===== config.mk =====
export PLATFORM = sky130hd
export DESIGN_NAME = mem_arbiter
export DESIGN_NICKNAME = d
export VERILOG_FILES = /design/src/rtl/mem_arbiter.sv
export SDC_FILE = /design/constraint.sdc
export NUM_CORES = 1
export LEC_CHECK = 0
export ABC_AREA = 1
export BUFFER_PORTS_ARGS = -buffer_cell sky130_fd_sc_hd__buf_4
export CAP_MARGIN = 20
export CORE_AREA = 2 2 355 357
export CTS_CLUSTER_DIAMETER = 80
export DETAILED_ROUTE_END_ITERATION = 8
export DIE_AREA = 0 0 357 359
export PLACE_DENSITY = 0.39
export SYNTH_ARGS = -nofsm -noshare
export SYNTH_HDL_FRONTEND = slang
export SYNTH_SLANG_ARGS = --single-unit

===== constraint.sdc =====
create_clock -name clk -period 18.8 [get_ports clk]
set_clock_uncertainty 0.15 [all_clocks]
set_input_delay 2.82 -clock clk [delete_from_list [all_inputs] [get_ports clk]]
set_output_delay 2.82 -clock clk [all_outputs]
set_load 0.01 [all_outputs]

===== src/rtl/mem_arbiter.sv =====
// Arbitrates icache/dcache line reads and posted dcache writebacks onto a single
// memory port. One memory operation is in flight at a time; buffered writes drain before reads.
module mem_arbiter #(
  parameter int WORD_SIZE = 32,
  parameter int LINE_SIZE = 128
) (
  input  logic                 clk,
  input  logic                 rst,
  input  logic                 ic_req,
  input  logic [WORD_SIZE-1:0] ic_req_addr,
  output logic                 ic_res,
  output logic [WORD_SIZE-1:0] ic_res_addr,
  output logic [LINE_SIZE-1:0] ic_res_data,
  input  logic                 dc_req,
  input  logic [WORD_SIZE-1:0] dc_req_addr,
  output logic                 dc_res,
  output logic [WORD_SIZE-1:0] dc_res_addr,
  output logic [LINE_SIZE-1:0] dc_res_data,
  input  logic                 dc_write,
  input  logic [WORD_SIZE-1:0] dc_write_addr,
  input  logic [LINE_SIZE-1:0] dc_write_data,
  output logic                 dc_wb_full,
  output logic                 wb_overflow,
  output logic                 mem_req,
  output logic [WORD_SIZE-1:0] mem_req_addr,
  output logic                 mem_write,
  output logic [WORD_SIZE-1:0] mem_write_addr,
  output logic [LINE_SIZE-1:0] mem_write_data,
  input  logic                 mem_res,
  input  logic [WORD_SIZE-1:0] mem_res_addr,
  input  logic [LINE_SIZE-1:0] mem_res_data
);

  typedef enum logic [1:0] {
    ST_IDLE = 2'd0,
    ST_WAIT = 2'd1,
    ST_TURN = 2'd2
  } state_t;

  state_t               state_q, state_d;
  logic                 owner_dc_q, owner_dc_d;
  logic                 last_dc_q, last_dc_d;

  logic [WORD_SIZE-1:0] wb_addr_q [2];
  logic [LINE_SIZE-1:0] wb_data_q [2];
  logic                 wr_ptr_q, rd_ptr_q;
  logic [1:0]           count_q;

  logic                 mem_req_q, mem_write_q, wb_overflow_q;
  logic [WORD_SIZE-1:0] mem_req_addr_q, mem_write_addr_q;
  logic [LINE_SIZE-1:0] mem_write_data_q;

  logic                 wb_full, push, pop, grant, grant_dc;

  assign wb_full  = (count_q == 2'd2);
  assign push     = dc_write && !wb_full;
  assign pop      = (state_q == ST_IDLE) && (count_q != 2'd0);
  assign grant    = (state_q == ST_IDLE) && (count_q == 2'd0) && (ic_req || dc_req);
  // On a tie, the side that was not granted last wins.
  assign grant_dc = dc_req && (!ic_req || !last_dc_q);

  always_comb begin
    state_d     = state_q;
    owner_dc_d  = owner_dc_q;
    last_dc_d   = last_dc_q;
    ic_res      = 1'b0;
    dc_res      = 1'b0;
    ic_res_addr = mem_res_addr;
    ic_res_data = mem_res_data;
    dc_res_addr = mem_res_addr;
    dc_res_data = mem_res_data;
    case (state_q)
      ST_IDLE: begin
        if (grant) begin
          owner_dc_d = grant_dc;
          last_dc_d  = grant_dc;
          state_d    = ST_WAIT;
        end
      end
      ST_WAIT: begin
        if (mem_res) begin
          if (owner_dc_q) dc_res = 1'b1;
          else            ic_res = 1'b1;
          state_d = ST_TURN;
        end
      end
      ST_TURN: state_d = ST_IDLE;
      default: state_d = ST_IDLE;
    endcase
  end

  always_ff @(posedge clk) begin
    if (rst) begin
      state_q          <= ST_IDLE;
      owner_dc_q       <= 1'b0;
      last_dc_q        <= 1'b0;
      wr_ptr_q         <= 1'b0;
      rd_ptr_q         <= 1'b0;
      count_q          <= 2'd0;
      mem_req_q        <= 1'b0;
      mem_req_addr_q   <= '0;
      mem_write_q      <= 1'b0;
      mem_write_addr_q <= '0;
      mem_write_data_q <= '0;
      wb_overflow_q    <= 1'b0;
    end else begin
      state_q       <= state_d;
      owner_dc_q    <= owner_dc_d;
      last_dc_q     <= last_dc_d;
      mem_req_q     <= grant;
      mem_write_q   <= pop;
      wb_overflow_q <= dc_write && wb_full;
      if (grant) mem_req_addr_q <= grant_dc ? dc_req_addr : ic_req_addr;
      if (pop) begin
        mem_write_addr_q <= wb_addr_q[rd_ptr_q];
        mem_write_data_q <= wb_data_q[rd_ptr_q];
        rd_ptr_q         <= ~rd_ptr_q;
      end
      if (push) wr_ptr_q <= ~wr_ptr_q;
      count_q <= count_q + {1'b0, push} - {1'b0, pop};
    end
  end

  // Storage needs no reset; occupancy is tracked by count_q.
  always_ff @(posedge clk) begin
    if (push && !rst) begin
      wb_addr_q[wr_ptr_q] <= dc_write_addr;
      wb_data_q[wr_ptr_q] <= dc_write_data;
    end
  end

  assign dc_wb_full     = wb_full;
  assign wb_overflow    = wb_overflow_q;
  assign mem_req        = mem_req_q;
  assign mem_req_addr   = mem_req_addr_q;
  assign mem_write      = mem_write_q;
  assign mem_write_addr = mem_write_addr_q;
  assign mem_write_data = mem_write_data_q;

endmodule


---- Word level (Yosys, flattened, before mapping) ----
Memory sizes are Yosys's and may differ from the RTL's. A register that Yosys moved wholly into a read port is not among the register bits.
Index checks and enable logic that the tools add are counted.
operators by class
  mux-type cells .......................... 12
  $add $sub $neg .......................... 2
  reductions and logical operators ........ 18
  eq/ne operators ......................... 4
  bitwise logic cells ..................... 2
operator list
  operator                                                          number
  32-bit 2-to-1 mux                                                 1
  1-bit 2-to-1 mux                                                  8
  1-bit logical AND                                                 7
  1-bit zero test                                                   4
  2-bit zero test                                                   2
  2-bit 2-to-1 mux                                                  2
  2-bit != test (second input constant)                             2
  2-bit one-hot mux with 2 select lines                             1
  2-bit AND reduction                                               2
  2-bit by 1-bit adder with 2-bit output                            1
  2-bit by 1-bit == test with 1-bit output (second input constant)  1
  2-bit == test (second input constant)                             1
  1-bit logical OR                                                  2
  1-bit NOT                                                         2
  2-bit nonzero test                                                1
  2-bit by 1-bit subtractor with 2-bit output                       1
storage, ports and cells
  logic and storage cells ................. 49
  memories ................................ 2
  input port bits ......................... 390
  output and inout bits ................... 518
  memory bits (writable) .................. 320
  register bits ........................... 42
memory list
  memory     words  width  rd ports  clocked after Yosys merged registers in  write ports  RTL line  RTL
  wb_data_q  2      128    1         1                                        1            45        logic [LINE_SIZE-1:0] wb_data_q [2];
  wb_addr_q  2      32     1         1                                        1            44        logic [WORD_SIZE-1:0] wb_addr_q [2];

---- Logic depth before layout (Yosys ltp) ----
Gate-level depths: netlist of the first run.
  depth after elaboration ................. 6
  gate-level depth with buffers ........... 13
  gate-level depth less buffers ........... 11

---- Least setup slack after synthesis of the first run ----
Ideal clock, no wire load.
  path type ............................... input to register
  start ................................... input port rst
  end ..................................... memory wb_addr_q[1][0], enable pin
  arrival time ............................ 14.081 ns
  stages .................................. 3
  setup slack ............................. 3.694 ns
  data required time ...................... 17.775 ns
  path buffers ............................ 2
  cells stage by stage .................... buf_2 -> clkbuf_1 -> nor3_1
between the ends
  cells in the longest elaborated chain, start to end .. 4
ends and longest elaborated chain
  item                                    RTL line  RTL
  start: declaration                      8         input logic rst,
  1-bit zero test                         126       if (push && !rst) begin
  1-bit logical AND                       126
  1-bit 2-to-1 mux                        126
  1-bit 2-to-1 mux (implied by the code)  127       wb_addr_q[wr_ptr_q] <= dc_write_addr;
  end: declaration                        44
No other way between the ends.

---- Worst setup path in the final report of the first run ----
  start ................................... input port mem_res
  end ..................................... output port dc_res
between the ends
  cells in the longest elaborated chain, start to end .. 2
ends and longest elaborated chain
  item                RTL line  RTL
  start: declaration  29        input logic mem_res,
  1-bit 2-to-1 mux    81        if (mem_res) begin
  1-bit 2-to-1 mux    72        case (state_q)
  end: declaration    16        output logic dc_res,
No other way between the ends.

==> results by group, run 1 <==
Finish
  – # fillers: 13,800
  – Final #Nets: 2,735
  – Most frequent cells in the layout: nand2_1, buf_4, edfxtp_1
  – Share of layout cells above drive strength 1: 23.2%
  – Post-layout util: 21.3%
  – Filler-free cell count of the finished design: around 4,000
  – Most common cell after layout, fill and taps aside: nand2_1
  – Area Growth Syn to Fin: 21.4%

Critical path
  – Critical path buffers and inverters: 2
  – Worst R2R Start: state_q[1]
  – Worst setup SP type: input port
  – R2r setup slk: around 15 ns
  – R2r worst-path depth: 7
  – Slowest stage delay, CP: 0.17 ns
  – FF-to-FF End: mem_write_data[8]
  – CP cell instances: buf_4, nand2_1, nor2_1, buf_4
  – Worst Setup End Kind: output pin
  – Worst path top cell family by delay: simple AND/OR/NAND/NOR gates
  – Slowest cell on crit path: nand2_1
  – Critical path class: input port to output pin
  – Crit-path max FO: 3
  – Req. time, crit path: approximately 16 ns
  – CP Launch Point: mem_res
  – Crit path top cell by count: buf_4
  – Arrival @ worst endpoint: 3.42 ns

Die
  – Chip width: about 360 um
  – Starting Density: between 10% and 20%
  – Die area: 128,000 um^2
  – Top-Level Pins: a little over 900
  – Die height: around 360 um
  – CORE AREA: 125,000 um^2
  – FP Rows: 130

Place
  – Placed cell count: 3,926
  – IO buf count: about 430
  – RePlAce Congestion: 0.849
  – Hpwl dp: 74,700 um

Run
  – Max Cap Violations: 0

Synthesis
  – Register area share after synthesis: a little over three fifths
  – Cells after Synth: 2,260
  – Post-Syn Nets: 2,651
  – Post-synth top area share: 44.0%
  – Cell Area, Synth: 21,800 um^2
  – Avg Inst Size Synth: 9.66 um^2
  – Synth top area cells: edfxtp_1, dfxtp_1, nand2_1, buf_4, a21oi_1
  – Warnings, synthesis: 0
  – Netlist cell types: 21
  – Area leader, netlist: edfxtp_1
  – Synthesis-stage register bit count: 522

Hold path
  – Min-Delay Path Depth: 2
  – Hold Path Sink: wr_ptr_q
  – Hold Crit Start: wr_ptr_q
  – Worst hold path type: register to register

Clock network
  – Root Buffer: clkbuf_16
  – Post-cts resize count: 0
  – CTS tree: yes
  – Cts bufs inserted: 66
  – Clock Tree Buf Depth: 3
  – Clk pin slew, worst setup/hold paths: 0.06 ns
  – Htree depth: 3
  – Clock latency on the worst-skew pair: 0.62 ns
  – CTS Sinks: around 520
  – Post-CTS Setup Inserts: 0
  – CTS hold repair buffers: 0

GRT
  – Vias in the first global route: 14,200
  – Remaining global-route overflow: 0
  – Global-route usage over all layers: between 15 and 20%
  – Largest net degree at the start of global routing: 117
  – Initial antenna violation count: 2
  – First-pass GRT wire length: 131,000 um

Timing
  – RSZ-0062 raised after global routing: no
  – Worst Max-Slew Pin Slew: 1.01 ns
  – Max Clock Freq: 157 MHz
  – Setup_tns: 0 ns
  – Tcrit/Tclk final: 34.0%
  – Max Slew Vio Count: 0
  – Setup violators final: 0
  – Hold Fails Final Rpt: 0
  – Fin crit period: about 6.4 ns
  – Max transition margin: 32.7%

Routing
  – 1st-pass router iterations: 5
  – Vias after detailed routing: around 15,000
  – Final ANT Viol Nets: 0
  – 1st-iter DRT viols: about 700
  – DRT Wirelength: 100,000 um
  – Routed WL per cell: 24.7 um
  – Drt drc: 0
  – Via-to-Cell Ratio: 3.69

Power and ir drop
  – Leak: 10.7 nW
  – Max IR drop VDD: 0.0000716 V
  – Tot Pwr: 4.03 mW
  – PwrDens: between 150 and 200 nW/um^2

Outcome
  – Outcome: completed
where the power goes:
group          internal (mW)  total, mW  switching, mW
combinational          0.419       1.23          0.811
clock                  0.745       1.25          0.507
sequential              1.43       1.55          0.116
total                   2.60       4.03           1.43
cell type report:
class / count / area, um^2 / area share, %
multi-input cells: 1229 / 4980 / 18.8
clock inverters: 27 / 265 / 1.00
repair buffers: 447 / 3380 / 12.8
inverters: 78 / 298 / 1.12
diodes: 1 / 2.50 / 0.00944
clock buffers: 91 / 1850 / 6.97
flip-flops and latches: 522 / 13700 / 51.5
well taps: 1650 / 2060 / 7.79
worst min-delay path, cell delays in order, from the launching register on:
cell and delay [ns]:
dfxtp_1 0.31, nand2_1 0.06, a21oi_1 0.05
registers in the layout, summed over array words and instances (netlist names), 2 cells and up:
name            cells
wb_data_q         256
mem_write_data    128
wb_addr_q          64
mem_req_addr       32
mem_write_addr     32
count_q             2
state_q             2
logic make-up (layout without fill, tap and decap cells):
logic type / count (synthesis) / count (layout) / synth area share (%)
AND/OR/NAND/NOR: 1060 / 1060 / 18.7
flip-flops: 522 / 522 / 62.5
buffers and inverters: 509 / 643 / 14.8
AO/OA/AOI/OAI: 167 / 167 / 3.85
adder cells (fa/ha/maj): 1 / 1 / 0.0573
XOR/XNOR: 1 / 1 / 0.0401
other: 0 / 1 / 0
metrics by stage:
step	worst slack, ns	instance area [um^2]	hold slack (ns)
after detailed placement	12.44	24400	0.305
final	12.41	26500	0.311
after global placement	12.44	24400	0.303
after global routing	12.41	26500	0.332
after CTS	12.44	26500	0.315
after floorplan	3.69	21800	0.291
worst max-delay path by stage:
| stage | cells past startpoint | slack (ns) | to |
|---|---|---|---|
| 2_1_floorplan | 3 | 3.69 | wb_addr_q[1][0] |
| 3_3_place_gp | 4 | 12.44 | dc_res |
| 3_5_place_dp | 4 | 12.44 | dc_res |
| 4_1_cts | 4 | 12.44 | dc_res |
| 5_1_grt | 4 | 12.41 | dc_res |
| 6_report | 4 | 12.41 | dc_res |
Yosys cell counts:
| cell | count |
|---|---|
| nand2_1 | 880 |
| buf_4 | 330 |
| edfxtp_1 | 320 |
| dfxtp_1 | 202 |
| a21oi_1 | 165 |
| nor2_1 | 107 |
| inv_1 | 75 |
| nand3_1 | 67 |
| buf_2 | 62 |
| clkbuf_1 | 29 |
| buf_1 | 10 |
| inv_2 | 2 |
| nor2_2 | 2 |
| nor2_4 | 2 |
| a21oi_2 | 1 |
| clkinv_1 | 1 |
| ha_1 | 1 |
| nand3_2 | 1 |
| nor3_1 | 1 |
| o21ai_0 | 1 |
| xor2_1 | 1 |
metal layers:
layer	vias up	GRT usage, %	wire length, um
li1	7092	-	-
met1	6874	13.0	30200
met2	817	27.5	52300
met3	113	9.82	15000
met4	10	4.57	2370
met5	-	1.43	221
Power figures use the tool's default switching activity.
==> run 2, diff against run 1 <==
--- a/config.mk
+++ b/config.mk
@@ -5,13 +5,13 @@
 export SDC_FILE = /design/constraint.sdc
 export NUM_CORES = 1
 export LEC_CHECK = 0
-export ABC_AREA = 1
+export ABC_AREA = 0
 export BUFFER_PORTS_ARGS = -buffer_cell sky130_fd_sc_hd__buf_4
 export CAP_MARGIN = 20
-export CORE_AREA = 2 2 355 357
+export CORE_AREA = 2 2 350 352
 export CTS_CLUSTER_DIAMETER = 80
 export DETAILED_ROUTE_END_ITERATION = 8
-export DIE_AREA = 0 0 357 359
+export DIE_AREA = 0 0 352 354
 export PLACE_DENSITY = 0.39
 export SYNTH_ARGS = -nofsm -noshare
 export SYNTH_HDL_FRONTEND = slang
==> constraint.sdc (replaced) <==
create_clock -name clk -period 6.6 [get_ports clk]
set_clock_uncertainty 0.15 [all_clocks]
set_input_delay 0.99 -clock clk [delete_from_list [all_inputs] [get_ports clk]]
set_output_delay 0.99 -clock clk [all_outputs]
set_load 0.01 [all_outputs]
==> run 2 against run 1 <==
  * Worst setup slack got worse by 8.9 ns
  * Synthesized area fell by 3.1%
  * Final cell count fell by 18%
  * Highest routed layer unchanged
  * Sequential share of layout area rose by 1.1 points
==> results by group, run 2 <==
Clock network
  – Post-CTS Setup Inserts: 0
  – Htree depth: 3
  – Clk pin slew, worst setup/hold paths: roughly 0.05 ns
  – Post-cts resize count: 0
  – Clock Tree Buf Depth: 3
  – CTS hold repair buffers: 0
  – Cts bufs inserted: 67
  – CTS Sinks: 522
  – Clock latency on the worst-skew pair: 0.62 ns
  – Root Buffer: clkbuf_16
  – CTS tree: yes

Finish
  – Biggest register: wb_data_q
  – Share of layout cells above drive strength 1: 32.6%
  – Flip-flop and latch area: 13,700 um^2
  – Most frequent cells in the layout: buf_4, edfxtp_1, dfxtp_1
  – Final #Nets: between 2,000 and 2,500
  – Max reg flops: 256
  – Most common cell after layout, fill and taps aside: buf_4
  – Area Growth Syn to Fin: 22.6%
  – # fillers: 12,900
  – Filler-free cell count of the finished design: 3,337
  – Multi-input gate area in the final layout: 4600 um^2

Die
  – Die area: 125,000 um^2
  – FP Rows: 128
  – Starting Density: 17.5%
  – Chip width: 352 um
  – Top-Level Pins: 908
  – CORE AREA: 121,000 um^2
  – Die height: between 300 and 400 um

GRT
  – Global-route usage over all layers: 15.3%
  – Remaining global-route overflow: 0
  – Initial antenna violation count: 14
  – Vias in the first global route: 13,700
  – First-pass GRT wire length: 131,000 um
  – Largest net degree at the start of global routing: 150

Timing
  – Max Clock Freq: 321 MHz
  – Tcrit/Tclk final: approximately 47%
  – Max Slew Vio Count: 0
  – Max transition margin: around 22%
  – Setup violators final: 0
  – Hold Fails Final Rpt: 0
  – RSZ-0062 raised after global routing: no
  – Worst Max-Slew Pin Slew: 1.18 ns
  – Final Hold Slack: between 0.3 and 0.4 ns
  – Fin crit period: 3.12 ns

Synthesis
  – Cell Area, Synth: 21,200 um^2
  – Post-synth top cells: buf_4, edfxtp_1, dfxtp_1, a21oi_1, a211oi_1
  – Most common cell in the netlist: buf_4
  – Area leader, netlist: edfxtp_1
  – Most used DFF post-synth: edfxtp_1
  – Synth top area cells: edfxtp_1, dfxtp_1, buf_4, mux2i_1, a211oi_1
  – Post-synth top area share: 45.4%
  – Warnings, synthesis: 0
  – Post-Syn Nets: a little under 2,000
  – Avg Inst Size Synth: about 13 um^2
  – Netlist cell types: 34
  – Register area share after synthesis: 64.5%
  – Ys async rst share: 0%
  – EDFF count, synth: 320
  – Cells after Synth: ~1,600
  – Synthesis-stage register bit count: 522

Critical path
  – Worst setup SP type: input port
  – Arrival @ worst endpoint: roughly 3.2 ns
  – Worst Setup End Kind: register
  – Critical path class: input port to register
  – Crit-path max FO: 103
  – Req. time, crit path: 6.69 ns

Run
  – Max Cap Violations: 0

Place
  – RePlAce Congestion: 0.923
  – IO buf count: 427
  – Placed cell count: between 3,000 and 4,000
  – Hpwl dp: about 75,000 um

Power and ir drop
  – Flop pwr share: 38.1%
  – Int Pwr: 7.95 mW
  – Sw Pwr: 4.25 mW
  – Max IR drop VDD: 0.000580 V
  – PwrDens: approximately 470 nW/um^2
  – Comb power frac: 31.8%
  – Leak: 8.98 nW
  – Clock share of power: 30.1%
  – Sw frac: 34.8%

Routing
  – DRT Wirelength: around 99,000 um
  – 1st-iter DRT viols: about 630
  – Via-to-Cell Ratio: 3.95
  – Vias after detailed routing: 13,200
  – Final ANT Viol Nets: 0
  – 1st-pass router iterations: 4
  – Routed WL per cell: between 20 and 30 um
  – Drt drc: 0

Hold path
  – Worst hold path type: register to register

Outcome
  – Outcome: completed
run 2: changes by cell type in the layout (fill, tap and decap cells not counted), moves of 66 or more:
cell      previous run  this run
mux2i_1              0       160
a211oi_1             0       192
nand2_1            879         2
nand3_1             67         1
inv_1               75         5
nor2_1             106         6
run 2: routing by layer:
metal | up-vias | track usage [%] | routed length, um
met5 | - | 2.72 | 514
met4 | 20 | 3.71 | 1940
met3 | 121 | 14.3 | 19200
met2 | 955 | 25.2 | 47100
met1 | 6322 | 13.4 | 30600
li1 | 5749 | - | -
run 2: critical path, cell delays in order:
cell and delay, ns:
clkbuf_8 0.34, nor4_4 0.43, buf_12 0.37, buf_4 0.62
run 2: final cells by class:
cell class              instances  share of cell area (%)
diodes                          1                 0.00965
clock buffers                  87                    7.27
clock inverters                36                    1.26
inverters                       5                  0.0724
multi-input cells             617                    17.7
flip-flops and latches        522                    52.7
well taps                    1625                    7.84
repair buffers                444                    13.2
run 2: power by group through the flow:
stage                     Clock, mW  Combinational (mW)  Sequential (mW)
after global placement            0                3.97             4.70
after CTS                      3.80                4.01             4.65
after detailed placement          0                4.00             4.70
after global routing           3.93                4.23             4.72
after floorplan                   0                2.15             4.79
final                          3.67                3.88             4.64
run 2: final timing paths:
check	start	endpoint	slack, ns	depth (start not counted)
max	rst	wb_data_q[0][60]	3.48	4
min	mem_write_data[127]	mem_write_data[127]	0.37	2
max reg2reg	count_q[0]	wb_data_q[0][60]	3.58	5
min reg2reg	mem_write_data[127]	mem_write_data[127]	0.37	2
run 2: cell families (layout without fill, tap and decap cells):
kind of cell / after synthesis / after routing / synth area share [%]
other: 0 / 1 / 0
flip-flops: 522 / 522 / 64.5
AO/OA/AOI/OAI: 427 / 427 / 13.0
buffers and inverters: 438 / 572 / 14.0
AND/OR/NAND/NOR: 27 / 27 / 0.727
multiplexers: 161 / 161 / 7.62
XOR/XNOR: 1 / 1 / 0.0414
adder cells (fa/ha/maj): 1 / 1 / 0.0591
run 2: metrics by stage:
step                TNS [ns]  setup slack (ns)  utilization [%]  power (mW)  area (um^2)
finish                     0              3.48             21.4        12.2        25900
global placement           0              2.88             19.6        8.67        23700
global route               0              3.40             21.4        12.9        25900
floorplan            -127.04            -0.419                -        6.95        21200
detailed placement         0              2.87             19.6        8.70        23700
CTS                        0              3.53             21.4        12.5        25900
==> run 3, diff against run 2 <==
==> constraint.sdc (replaced) <==
create_clock -name clk -period 3.1 [get_ports clk]
set_clock_uncertainty 0.15 [all_clocks]
set_input_delay 0.465 -clock clk [delete_from_list [all_inputs] [get_ports clk]]
set_output_delay 0.465 -clock clk [all_outputs]
set_load 0.01 [all_outputs]
==> run 3 against run 2 <==
  * Non-clock buffer count up 181
  * Cell area rose by 7.6%
  * Highest routed layer unchanged
  * Worst hold slack got worse by 0.29 ns
  * Combinational power increased by 130%
  * Register-to-register slack worse by 2.7 ns
  * Total power up 120%
  * Worst setup slack got worse by 2.8 ns
  * Die area stayed put
  * Utilization rose by 1.6 points
  * Count of clock-buffer cells in the layout is 6 higher
==> results by group, run 3 (synthesis gave the netlist of run 2 again) <==
Clock network
  – Clock Tree Buf Depth: 3
  – Root Buffer: clkbuf_16
  – CTS Sinks: roughly 520
  – Clock latency on the worst-skew pair: 0.63 ns
  – Clk pin slew, worst setup/hold paths: around 0.060 ns
  – Cts bufs inserted: 67
  – Htree depth: 3
  – Post-CTS Setup Inserts: 0
  – CTS tree: yes

Routing
  – WL met1: 31,500 um
  – Max layer used: met5
  – 1st-iter DRT viols: 543
  – Vias after detailed routing: 13,800
  – DRT Wirelength: 101,000 um
  – Routed WL per cell: about 29 um
  – Wire length on met3: 18,000 um
  – 1st-pass router iterations: 4
  – Final ANT Viol Nets: 0
  – DR WL met2: 48,600 um
  – Drt drc: 0
  – Via-to-Cell Ratio: 3.93

Critical path
  – Arrival @ worst endpoint: 1.85 ns
  – Req. time, crit path: 2.48 ns
  – Worst setup SP type: register
  – Worst path top cell family by delay: simple AND/OR/NAND/NOR gates
  – Worst Setup End Kind: output pin
  – Slowest stage delay, CP: 0.52 ns
  – CP cell instances: nand3b_1, nor2_1, buf_4
  – Critical path class: register to output pin
  – Slowest cell on crit path: dfxtp_1
  – Crit-path max FO: 7
  – Critical path buffers and inverters: 1

Place
  – RePlAce Congestion: between 0.9 and 1
  – IO buf count: approximately 430
  – Placed cell count: 3,231
  – Hpwl dp: 77,600 um
  – Placed Area: 24,000 um^2

Power and ir drop
  – Tot Pwr: 26.6 mW
  – Max IR drop VDD: between 0.0005 and 0.0006 V
  – Flop pwr share: 36.9%
  – Sw Pwr: between 9 and 10 mW
  – Clock share of power: between 20% and 30%
  – PwrDens: 954 nW/um^2
  – Comb power frac: between 30% and 40%
  – Sw frac: 34.4%
  – Int Pwr: 17.4 mW
  – Leak: 9.80 nW

Finish
  – Most frequent cells in the layout: buf_4, edfxtp_1, dfxtp_1
  – Max reg flops: 256
  – Most common cell after layout, fill and taps aside: buf_4
  – Filler-free cell count of the finished design: 3,522
  – Biggest register: wb_data_q
  – Fin area: ~28,000 um^2
  – Final #Nets: 2,229
  – Multi-input gate area in the final layout: 4600 um^2
  – Area Growth Syn to Fin: 31.9%
  – Flip-flop and latch area: 13,700 um^2
  – Share of layout cells above drive strength 1: 30.3%
  – # fillers: 12,800

Die
  – Chip width: 352 um
  – CORE AREA: 121,000 um^2
  – Die area: 125,000 um^2
  – Die height: 354 um
  – FP Rows: between 100 and 150
  – Starting Density: 17.5%
  – Top-Level Pins: 908

Run
  – Max Cap Violations: 0

GRT
  – Initial antenna violation count: 13
  – Global-route usage over all layers: between 15 and 20%
  – Remaining global-route overflow: 0
  – Vias in the first global route: 14,700
  – Largest net degree at the start of global routing: 93
  – First-pass GRT wire length: 133,000 um

Timing
  – Max Clock Freq: 406 MHz
  – RSZ-0062 raised after global routing: no
  – Max Slew Vio Count: 0
  – Worst Max-Slew Pin Slew: 0.926 ns
  – Fin crit period: 2.46 ns
  – Max transition margin: 38.2%
  – Tcrit/Tclk final: 79.5%
  – Setup violators final: 0
  – Hold Fails Final Rpt: 0

Outcome
  – Outcome: completed

Hold path
  – Worst hold path type: input port to register
==> run 3: worst reg2reg max path: stages (launching register included) <==
cell	delay, ns
dfxtp_1	0.49
nand2b_1	0.22
inv_1	0.14
nor4_4	0.30
buf_12	0.46
==> run 3: layout make-up <==
class,count,share of cell area (%)
clock buffer,93,6.76
multi-input combinational,617,16.5
clock inverter,28,1.29
tap,1625,7.29
antenna,7,0.0628
sequential,522,48.9
inverter,5,0.0673
timing repair buffer,625,19.1
==> run 3: through the flow <==
step	setup TNS (ns)	util (%)	setup WS [ns]	hold slack [ns]
2_1_floorplan	-1079.04	-	-3.39	0.344
3_3_place_gp	0	19.9	0.648	0.355
3_5_place_dp	0	19.9	0.698	0.363
4_1_cts	0	23.1	0.567	0.0271
5_1_grt	0	23.1	0.501	0.0655
6_report	0	23.1	0.635	0.0775
==> run 3: repair_timing <==
action | CTS | global route
hold buffers | 163 | 0
resized for setup | 0 | 0
endpoints found under the hold margin | 323 | 0
==> run 3: metal layers <==
metal  GRT usage [%]  vias to the layer above
met5            3.21                        -
met4            3.87                       20
met3            13.0                      115
met2            26.2                      963
met1            13.8                     6600
li1                -                     6135
==> run 3: final timing paths <==
| path | slack (ns) | endpoint | from | depth (start not counted) |
|---|---|---|---|---|
| min | 0.08 | mem_req_addr[12] | dc_req_addr[12] | 3 |
| max | 0.64 | ic_res | state_q[0] | 3 |
| max reg2reg | 0.84 | wb_data_q[1][112] | count_q[0] | 4 |
| min reg2reg | 0.37 | mem_write_data[17] | mem_write_data[17] | 2 |
==> run 3: power by group through the flow <==
stage	Clock [mW]	Combinational, mW	Sequential [mW]
after floorplan	0	4.58	10.2
after global placement	0	8.89	9.95
after detailed placement	0	8.98	9.96
after CTS	8.19	9.20	9.87
after global routing	8.45	9.69	10.0
final	7.88	8.89	9.83
